[src/rtl/voice_scheduler.sv]
// Time-multiplexed phase-accumulator scheduler for the sine synth path.
// One shared ROM port and adder serve all voices once per sample tick.
module voice_scheduler #(
    parameter int NUM_VOICES   = 8,
    parameter int PHASE_WIDTH  = 32,
    parameter int ADDR_WIDTH   = 8,
    parameter int SAMPLE_WIDTH = 8
) (
    input  logic                                         clk_in,
    input  logic                                         rst_in,
    input  logic                                         tick_in,
    input  logic [NUM_VOICES-1:0]                        gate_in,
    input  logic                                         inc_we_in,
    input  logic [$clog2(NUM_VOICES)-1:0]                inc_addr_in,
    input  logic [PHASE_WIDTH-1:0]                       inc_data_in,
    output logic                                         rom_req_out,
    output logic [ADDR_WIDTH-1:0]                        rom_addr_out,
    input  logic                                         rom_ack_in,
    input  logic [SAMPLE_WIDTH-1:0]                      rom_data_in,
    output logic [SAMPLE_WIDTH+$clog2(NUM_VOICES)-1:0]   sample_out,
    output logic                                         sample_valid_out,
    output logic                                         busy_out,
    output logic                                         overrun_out
);

    localparam int VW = $clog2(NUM_VOICES);
    localparam int MW = SAMPLE_WIDTH + VW;
    localparam logic [VW-1:0] LAST = VW'(NUM_VOICES - 1);

    typedef enum logic [1:0] {
        IDLE = 2'd0,
        RUN  = 2'd1,
        DONE = 2'd2
    } state_t;

    state_t state_q, state_d;

    logic [PHASE_WIDTH-1:0] phase [NUM_VOICES];
    logic [PHASE_WIDTH-1:0] inc   [NUM_VOICES];
    logic [NUM_VOICES-1:0]  gate_q;
    logic [VW-1:0]          v;
    logic [MW-1:0]          mix;
    logic                   start;
    logic                   adv;
    logic                   done;
    logic [MW-1:0]          data_ext;

    function automatic logic [PHASE_WIDTH-1:0] inc_default(input int i);
        case (i)
            0:       return PHASE_WIDTH'(112404);
            1:       return PHASE_WIDTH'(126156);
            2:       return PHASE_WIDTH'(141526);
            3:       return PHASE_WIDTH'(149664);
            4:       return PHASE_WIDTH'(167772);
            5:       return PHASE_WIDTH'(188743);
            6:       return PHASE_WIDTH'(211688);
            7:       return PHASE_WIDTH'(224003);
            default: return '0;
        endcase
    endfunction

    assign data_ext = {{VW{rom_data_in[SAMPLE_WIDTH-1]}}, rom_data_in};
    assign rom_addr_out = phase[v][PHASE_WIDTH-1 -: ADDR_WIDTH];

    always_comb begin
        state_d     = state_q;
        rom_req_out = 1'b0;
        start       = 1'b0;
        adv         = 1'b0;
        done        = 1'b0;
        case (state_q)
            IDLE: begin
                if (tick_in) begin
                    start   = 1'b1;
                    state_d = RUN;
                end
            end
            RUN: begin
                rom_req_out = gate_q[v];
                adv         = !gate_q[v] || rom_ack_in;
                if (adv && v == LAST)
                    state_d = DONE;
            end
            DONE: begin
                done    = 1'b1;
                state_d = IDLE;
            end
            default: state_d = IDLE;
        endcase
    end

    always_ff @(posedge clk_in or negedge rst_in) begin
        if (!rst_in) begin
            state_q          <= IDLE;
            gate_q           <= '0;
            v                <= '0;
            mix              <= '0;
            sample_out       <= '0;
            sample_valid_out <= 1'b0;
            busy_out         <= 1'b0;
            overrun_out      <= 1'b0;
            for (int i = 0; i < NUM_VOICES; i++) begin
                phase[i] <= '0;
                inc[i]   <= inc_default(i);
            end
        end else begin
            state_q          <= state_d;
            sample_valid_out <= done;
            // Table write lands with the old value still used by this edge's update.
            if (inc_we_in)
                inc[inc_addr_in] <= inc_data_in;
            if (tick_in && busy_out)
                overrun_out <= 1'b1;
            if (start) begin
                gate_q   <= gate_in;
                v        <= '0;
                mix      <= '0;
                busy_out <= 1'b1;
            end
            if (state_q == RUN) begin
                if (!gate_q[v]) begin
                    phase[v] <= '0;
                end else if (rom_ack_in) begin
                    mix      <= mix + data_ext;
                    phase[v] <= phase[v] + inc[v];
                end
                if (adv && v != LAST)
                    v <= v + 1'b1;
            end
            if (done) begin
                sample_out <= mix;
                busy_out   <= 1'b0;
            end
        end
    end

endmodule

[config.mk]
export PLATFORM = sky130hd
export DESIGN_NAME = voice_scheduler
export DESIGN_NICKNAME = d
export VERILOG_FILES = /design/src/rtl/voice_scheduler.sv
export SDC_FILE = /design/constraint.sdc
export NUM_CORES = 1
export LEC_CHECK = 0
export CAP_MARGIN = 20
export CORE_MARGIN = 8
export CORE_UTILIZATION = 52
export CTS_CLUSTER_SIZE = 14
export DETAILED_ROUTE_END_ITERATION = 8
export PLACE_DENSITY = 0.67
export SLEW_MARGIN = 5
export SYNTH_ARGS = -nofsm -noshare
export SYNTH_HDL_FRONTEND = slang
export SYNTH_SLANG_ARGS = --single-unit
[constraint.sdc]
create_clock -name clk_in -period 7.9 [get_ports clk_in]
set_input_delay 2.37 -clock clk_in [delete_from_list [all_inputs] [get_ports clk_in]]
set_output_delay 2.37 -clock clk_in [all_outputs]
set_load 0.01 [all_outputs]
==> results of run 1 <==
## final cells by class
type / instances / area, µm² / area share, %
clock inverter: 16 / 214 / 0.748
sequential: 550 / 13900 / 48.4
timing repair buffer: 115 / 1130 / 3.97
inverter: 23 / 86.3 / 0.302
clock buffer: 92 / 1740 / 6.09
multi-input combinational: 1451 / 10800 / 37.7
tap: 622 / 778 / 2.72
## report_power, final
part	leakage [nW]	internal, mW	switching, mW
clock	0.957	1.67	1.11
sequential	6.82	3.74	0.502
combinational	4.46	2.00	3.85
total	12.2	7.40	5.46
## state kept, by name (all words and copies together), names as in the netlist
name,cells
busy_out,1
gate_q,8
inc,256
mix,11
overrun_out,1
phase,256
sample_out,11
sample_valid_out,1
state_q,2
v,3
## cell families (layout without fill, tap and decap cells)
kind of cell / after synthesis / after routing / share of synthesized area (%)
and+or+nand+nor: 426 / 426 / 7.79
muxes: 286 / 286 / 12.8
adders and majority gates: 45 / 45 / 2.29
xor gates and xnor gates: 32 / 32 / 1.23
AOI/OAI and AO/OA: 662 / 662 / 18.3
buffers and inverters: 172 / 246 / 2.89
DFF: 550 / 550 / 54.8
## worst max-delay path: cells and delay by family (launching register included)
family | cells | cell delay, ns
buf+inv | 3 | 1.42
simple gates | 2 | 1.00
flops | 1 | 0.79
compound gates | 1 | 0.11
## layer usage
layer	part of all wire, %	up-vias	routed length (µm)	track usage, %
met3	7.6	121	5440	4.70
met2	46	743	32700	39.6
met5	0.018	-	13	0
li1	-	8145	-	-
met1	44	9513	31400	35.4
met4	2.2	2	1570	7.41
## stage by stage
step,area [µm²],cells
final,28600,2869
after detailed placement,26600,2760
after floorplan,25300,2173
after global placement,26600,2760
after global routing,28600,2869
after CTS,28600,2868
## cells in the final DEF, fill, tap and decap left out, types with 6 or more instances in the layout
| master | count |
|---|---|
| sky130_fd_sc_hd__nand3_1 | 26 |
| sky130_fd_sc_hd__a22oi_1 | 242 |
| sky130_fd_sc_hd__clkdlybuf4s50_1 | 77 |
| sky130_fd_sc_hd__clkbuf_16 | 59 |
| sky130_fd_sc_hd__a221oi_1 | 8 |
| sky130_fd_sc_hd__a21oi_1 | 47 |
| sky130_fd_sc_hd__clkinv_2 | 8 |
| sky130_fd_sc_hd__nor2_1 | 31 |
| sky130_fd_sc_hd__a21o_1 | 17 |
| sky130_fd_sc_hd__xor2_1 | 11 |
| sky130_fd_sc_hd__nor3_1 | 8 |
| sky130_fd_sc_hd__nor2b_1 | 7 |
| sky130_fd_sc_hd__dfstp_2 | 70 |
| sky130_fd_sc_hd__buf_4 | 32 |
| sky130_fd_sc_hd__dfrtp_1 | 480 |
| sky130_fd_sc_hd__mux2i_1 | 6 |
| sky130_fd_sc_hd__ha_1 | 43 |
| sky130_fd_sc_hd__xnor2_1 | 17 |
| sky130_fd_sc_hd__mux2_2 | 278 |
| sky130_fd_sc_hd__clkbuf_8 | 14 |
| sky130_fd_sc_hd__a211oi_1 | 6 |
| sky130_fd_sc_hd__inv_1 | 21 |
| sky130_fd_sc_hd__a22o_2 | 7 |
| sky130_fd_sc_hd__a32o_1 | 13 |
| sky130_fd_sc_hd__o21ai_0 | 192 |
| sky130_fd_sc_hd__and2_1 | 6 |
| sky130_fd_sc_hd__nand2_1 | 238 |
| sky130_fd_sc_hd__a22o_1 | 78 |
| sky130_fd_sc_hd__nor3_2 | 8 |
| sky130_fd_sc_hd__clkbuf_1 | 19 |
| sky130_fd_sc_hd__nand4_1 | 66 |
## how the worst min path moves through the flow
stage                startpoint     endpoint
finish              overrun_out  overrun_out
global route        overrun_out  overrun_out
CTS                 overrun_out  overrun_out
detailed placement  overrun_out  overrun_out
global placement    overrun_out  overrun_out
floorplan               mix[10]      mix[10]
==> run_results.csv, run 1 <==
group,metric,value,unit
status,run_status,"finished, final reports clean",
clocking,post-cts-setup-buffer-count,0,
synthesis,syn-num-nets,2274,
floorplan,area_of_the_core,48400,µm²
global_route,global_route_wire_length_before_repair,112000,µm
setup_path,critical_path.endpoint,"rom_addr_out[2]",
place,gpl.final_weighted_congestion,0.893,
setup_path,crit_path_start,"v[0]",
floorplan,floorplan.die_area,56000,µm²
layout,n_antenna_cell,0,
synthesis,yosys_warnings,0,
sta,finClkSkew,0.0129,ns
power,power.density_cell_area,450,nW/µm²
setup_path,worst_r2r_endpoint,"phase[62]",
power,power.total,12.9,mW
synthesis,async_flop_share,100,%
floorplan,ios,79,
sta,final_hold_viol_count,0,
synthesis,netlist_top_cells_area,"sky130_fd_sc_hd__dfrtp_1, sky130_fd_sc_hd__mux2_2, sky130_fd_sc_hd__dfstp_2",
setup_path,timing.critical_path.required,5.53,ns
power,p_leak,12.2,nW
place,i_o_buffers,78,
setup_path,worstPathCellList,"clkinv_1 > nor3_2 > buf_4 > a22oi_1 > nand4_1 > clkdlybuf4s50_1",
synthesis,ys_dominant_reg_cell,"sky130_fd_sc_hd__dfrtp_1",
sta,setup-violations-final,0,
global_route,grt_antenna_before_repair,1,
synthesis,synth_area_leader_cell,"sky130_fd_sc_hd__dfrtp_1",
floorplan,dieWidth,237,µm
clocking,tritoncts.num_buffers,58,
clocking,cts_hold_buffers,0,
setup_path,critical_path.max_fanout,18,
place,dp_worst_setup_slack,2.21,ns
floorplan,fp-row-count,81,
clocking,cts.path.max_buffers,3,
synthesis,netlist_area,25300,µm²
clocking,cts-root-buf,"sky130_fd_sc_hd__clkbuf_16",
drt,postRouteWirelength,71100,µm
synthesis,synth.ff_latch_count,550,
drt,routed-via-count,18500,
sta,fin_hold_ws,0.457,ns
synthesis,number_of_enable_flip_flop_cells_after_synthesis,0,
synthesis,synthMostInstantiatedCell,"sky130_fd_sc_hd__dfrtp_1",
run,timing.max_cap.violations,0,
global_route,first_global_vias,19000,
setup_path,cp-end-kind,"primary output",
setup_path,crit_arrival,3.94,ns
drt,post_drt_wl_per_cell,24.8,µm
synthesis,post_synth_num_cell_types,77,
global_route,grt_max_degree,158,
setup_path,reg2regPathDepth,14,
layout,num-fill-cells,3989,
sta,slew_viol_final,0,
sta,final_min_period_over_clock_period,79.8,%
clocking,cts_resized,0,
setup_path,master_of_the_slowest_instance_on_the_critical_path,"sky130_fd_sc_hd__nor3_2",
clocking,clk_pin_slew,0.06,ns
layout,area_delta_synth_final,13.0,%
clocking,cts.sinks,550,
sta,maximum_clock_frequency,159,MHz
min_path,worstHoldPathType,"reg -> reg",
setup_path,critical_path.reg2reg.startpoint,"v[0]",
synthesis,post_synth_inst_count,2173,
layout,fin_util,59.0,%
global_route,groute.usage.overall,25.2,%
synthesis,yosysTopAreaCellShare,47.5,%
clocking,clk-insertion-delay-late,0.61,ns
sta,setup-tns-final,0,ns
drt,first_iter_violations,1800,
synthesis,synth_seq_area_share,54.8,%
floorplan,die_y,237,µm
sta,fin_ws,1.59,ns
clocking,htree_num_levels,2,
layout,drive_above_1_share,23.6,%
drt,viasPerCell,6.46,
sta,period_needed,6.31,ns
setup_path,critical_path_class,"reg -> out",
floorplan,floorplan.initialDensity,52.2,%
drt,detailed_route_drc_error_count,0,
drt,drt.antenna.violating_nets,0,
sta,slew_headroom,22.7,%
sta,worstMarginPinSlew,1.15,ns
power,power.ir.vdd_worst,0.221,mV
setup_path,critical_path.startpoint_type,"register",
layout,final_nets,2300,
synthesis,post_synth.cell_area_avg,11.6,µm²
place,post-dp-hpwl,42100,µm
clocking,tritoncts,"yes",
global_route,grt_total_ovfl,0,
synthesis,synth_common_cells,"sky130_fd_sc_hd__dfrtp_1, sky130_fd_sc_hd__mux2_2, sky130_fd_sc_hd__a22oi_1",
setup_path,worst-r2r-setup-slack,2.15,ns
sta,rsz0062_at_grt,"false",
drt,drt-pass1-iter-count,5,
setup_path,worst_path_largest_cell_delay,0.81,ns
min_path,min_delay_path_depth,1,
No activity file was read; power rests on OpenSTA's default activity.
==> run 2: changes to the inputs <==
Settings changed: PLACE_DENSITY 0.67 to 0.7.
Clock period 7.9 ns to 5.07 ns, I/O delays scaled along.
==> run_results.csv, run 2 (synthesis gave the netlist of run 1 again) <==
group,metric,value,unit
sta,setup-violations-final,0,
clocking,tritoncts,"yes",
sta,maximum_clock_frequency,206,MHz
setup_path,worstPathCellList,"nand2_1 > nor2_4 > buf_12 > buf_4 > a22oi_1 > nand4_1 > clkdlybuf4s50_1",
setup_path,critical_path.startpoint_type,"register",
sta,final_hold_viol_count,0,
min_path,worstHoldPathType,"reg -> reg",
power,share_clk_of_total_power,21.4,%
place,dp_worst_setup_slack,0.403,ns
global_route,groute.usage.overall,25.1,%
setup_path,timing.critical_path.required,3.55,ns
drt,detailroute.wirelength.met3,5020,µm
drt,drt-pass1-iter-count,5,
drt,route.top_layer_used,"met5",
power,comb_power_share,46.0,%
floorplan,die_y,237,µm
clocking,post-cts-setup-buffer-count,0,
sta,finClkSkew,0.0274,ns
drt,first_iter_violations,1719,
place,gpl.final_weighted_congestion,0.901,
clocking,clk-insertion-delay-late,0.64,ns
drt,post_drt_wl_per_cell,24.2,µm
global_route,first_global_vias,19400,
layout,layout_top_registers,"inc: 256 flops, phase: 256 flops",
clocking,clk_pin_slew,0.06,ns
place,post-dp-hpwl,44000,µm
layout,final_common_cell,"sky130_fd_sc_hd__dfrtp_1",
clocking,tritoncts.num_buffers,58,
power,power.density_cell_area,697,nW/µm²
sta,period_needed,4.86,ns
drt,detailed_route_wire_length_on_metal_1,30500,µm
floorplan,floorplan.die_area,56000,µm²
drt,detailed_route_drc_error_count,0,
setup_path,worst_path_largest_cell_delay,0.57,ns
floorplan,ios,79,
setup_path,cp_num_buf_inv,3,
power,cell_internal_pwr,11.7,mW
run,timing.max_cap.violations,0,
layout,final_nets,2337,
clocking,cts.path.max_buffers,3,
drt,routed-via-count,18600,
sta,final_min_period_over_clock_period,95.9,%
global_route,grt_antenna_before_repair,2,
layout,layout.cells.most_common_list,"sky130_fd_sc_hd__dfrtp_1, sky130_fd_sc_hd__mux2_2, sky130_fd_sc_hd__a22oi_1",
sta,slew_headroom,26.0,%
power,total_switching_power,8.53,mW
sta,worstMarginPinSlew,1.10,ns
status,run_status,"finished, final reports clean",
sta,slew_viol_final,0,
setup_path,crit_arrival,3.34,ns
power,sequentialPowerShare,32.6,%
drt,drt.antenna.violating_nets,0,
layout,drive_above_1_share,24.9,%
sta,rsz0062_at_grt,"false",
floorplan,fp-row-count,81,
clocking,cts_hold_buffers,0,
sta,setup-tns-final,0,ns
clocking,cts_resized,0,
sta,fin_ws,0.209,ns
power,power.switching_fraction,42.3,%
clocking,cts-root-buf,"sky130_fd_sc_hd__clkbuf_16",
setup_path,master_of_the_slowest_instance_on_the_critical_path,"sky130_fd_sc_hd__clkdlybuf4s50_1",
floorplan,dieWidth,237,µm
layout,area_delta_synth_final,14.5,%
clocking,htree_num_levels,2,
setup_path,critical-path-top-delay-family,"buffers and inverters",
power,power.ir.vdd_worst,0.354,mV
global_route,grt_max_degree,126,
power,p_leak,12.4,nW
place,i_o_buffers,78,
setup_path,critical_path.max_fanout,24,
floorplan,area_of_the_core,48400,µm²
clocking,cts.sinks,550,
drt,viasPerCell,6.40,
setup_path,cp-end-kind,"primary output",
drt,postRouteWirelength,70400,µm
global_route,global_route_wire_length_before_repair,112000,µm
floorplan,floorplan.initialDensity,52.2,%
global_route,grt_total_ovfl,0,
drt,dr_wl_met2,33000,µm
setup_path,critical_path_class,"reg -> out",
[run 2: cell count changes in the layout (fill, tap and decap cells not counted), sizes merged]
cell,previous run,this run
buf,38,75
inv,22,21
bufinv,5,4
diode,0,1
clkinvlp,2,1
clkinv,10,15
[run 2: path summary, 6_finish.rpt]
kind,from,to,slack [ns],cells past startpoint
max,v[1],rom_addr_out[0],0.21,7
min,overrun_out,overrun_out,0.47,1
max reg2reg,v[1],phase[122],0.30,14
min reg2reg,overrun_out,overrun_out,0.47,1
max in group asynchronous,rst_in,inc[45],3.01,2
min in group asynchronous,rst_in,sample_out[5],1.02,1
[run 2: cell type report]
cell class | count | area (µm²)
diodes | 1 | 2.50
repair buffers | 152 | 1490
well taps | 622 | 778
inverters | 23 | 86.3
fillers | 3872 | 19500
multi-input cells | 1451 | 10800
clock buffers | 92 | 1730
flip-flops and latches | 550 | 13900
clock inverters | 18 | 248
[run 2: metal layers]
layer	vias up	GRT usage (%)
met2	706	40.2
li1	8217	-
met1	9543	34.2
met5	-	0
met3	152	4.60
met4	2	8.65
[run 2: power groups by stage]
stage | Sequential (mW) | Combinational (mW) | Clock (mW)
detailed placement | 6.60 | 9.11 | 0
global placement | 6.55 | 8.94 | 0
floorplan | 6.40 | 6.29 | 0
global route | 6.72 | 10.1 | 4.58
finish | 6.57 | 9.29 | 4.32
CTS | 6.55 | 9.16 | 4.38
[run 2: stage by stage]
stage | total power [mW] | util (%) | cells | cell area [µm²] | hold slack (ns)
2_1_floorplan | 12.7 | - | 2173 | 25300 | 0.441
6_report | 20.2 | 59.8 | 2909 | 29000 | 0.472
3_3_place_gp | 15.5 | 55.7 | 2798 | 27000 | 0.438
4_1_cts | 20.1 | 59.8 | 2908 | 29000 | 0.473
5_1_grt | 21.4 | 59.8 | 2908 | 29000 | 0.498
3_5_place_dp | 15.7 | 55.7 | 2798 | 27000 | 0.460
[run 2: worst register-to-register path, cell delays in order, from the launching register on]
cell and delay (ns):
sky130_fd_sc_hd__dfrtp_1 0.48, sky130_fd_sc_hd__nor2b_1 0.32, sky130_fd_sc_hd__and2_2 0.47, sky130_fd_sc_hd__buf_4 0.46, sky130_fd_sc_hd__a22oi_1 0.17, sky130_fd_sc_hd__nand4_1 0.14
sky130_fd_sc_hd__ha_1 0.27, sky130_fd_sc_hd__a211oi_1 0.22, sky130_fd_sc_hd__o211ai_1 0.17, sky130_fd_sc_hd__a41oi_2 0.37, sky130_fd_sc_hd__o21ai_0 0.24, sky130_fd_sc_hd__a31oi_1 0.41
sky130_fd_sc_hd__o211ai_1 0.20, sky130_fd_sc_hd__xor2_1 0.55, sky130_fd_sc_hd__a22o_1 0.23
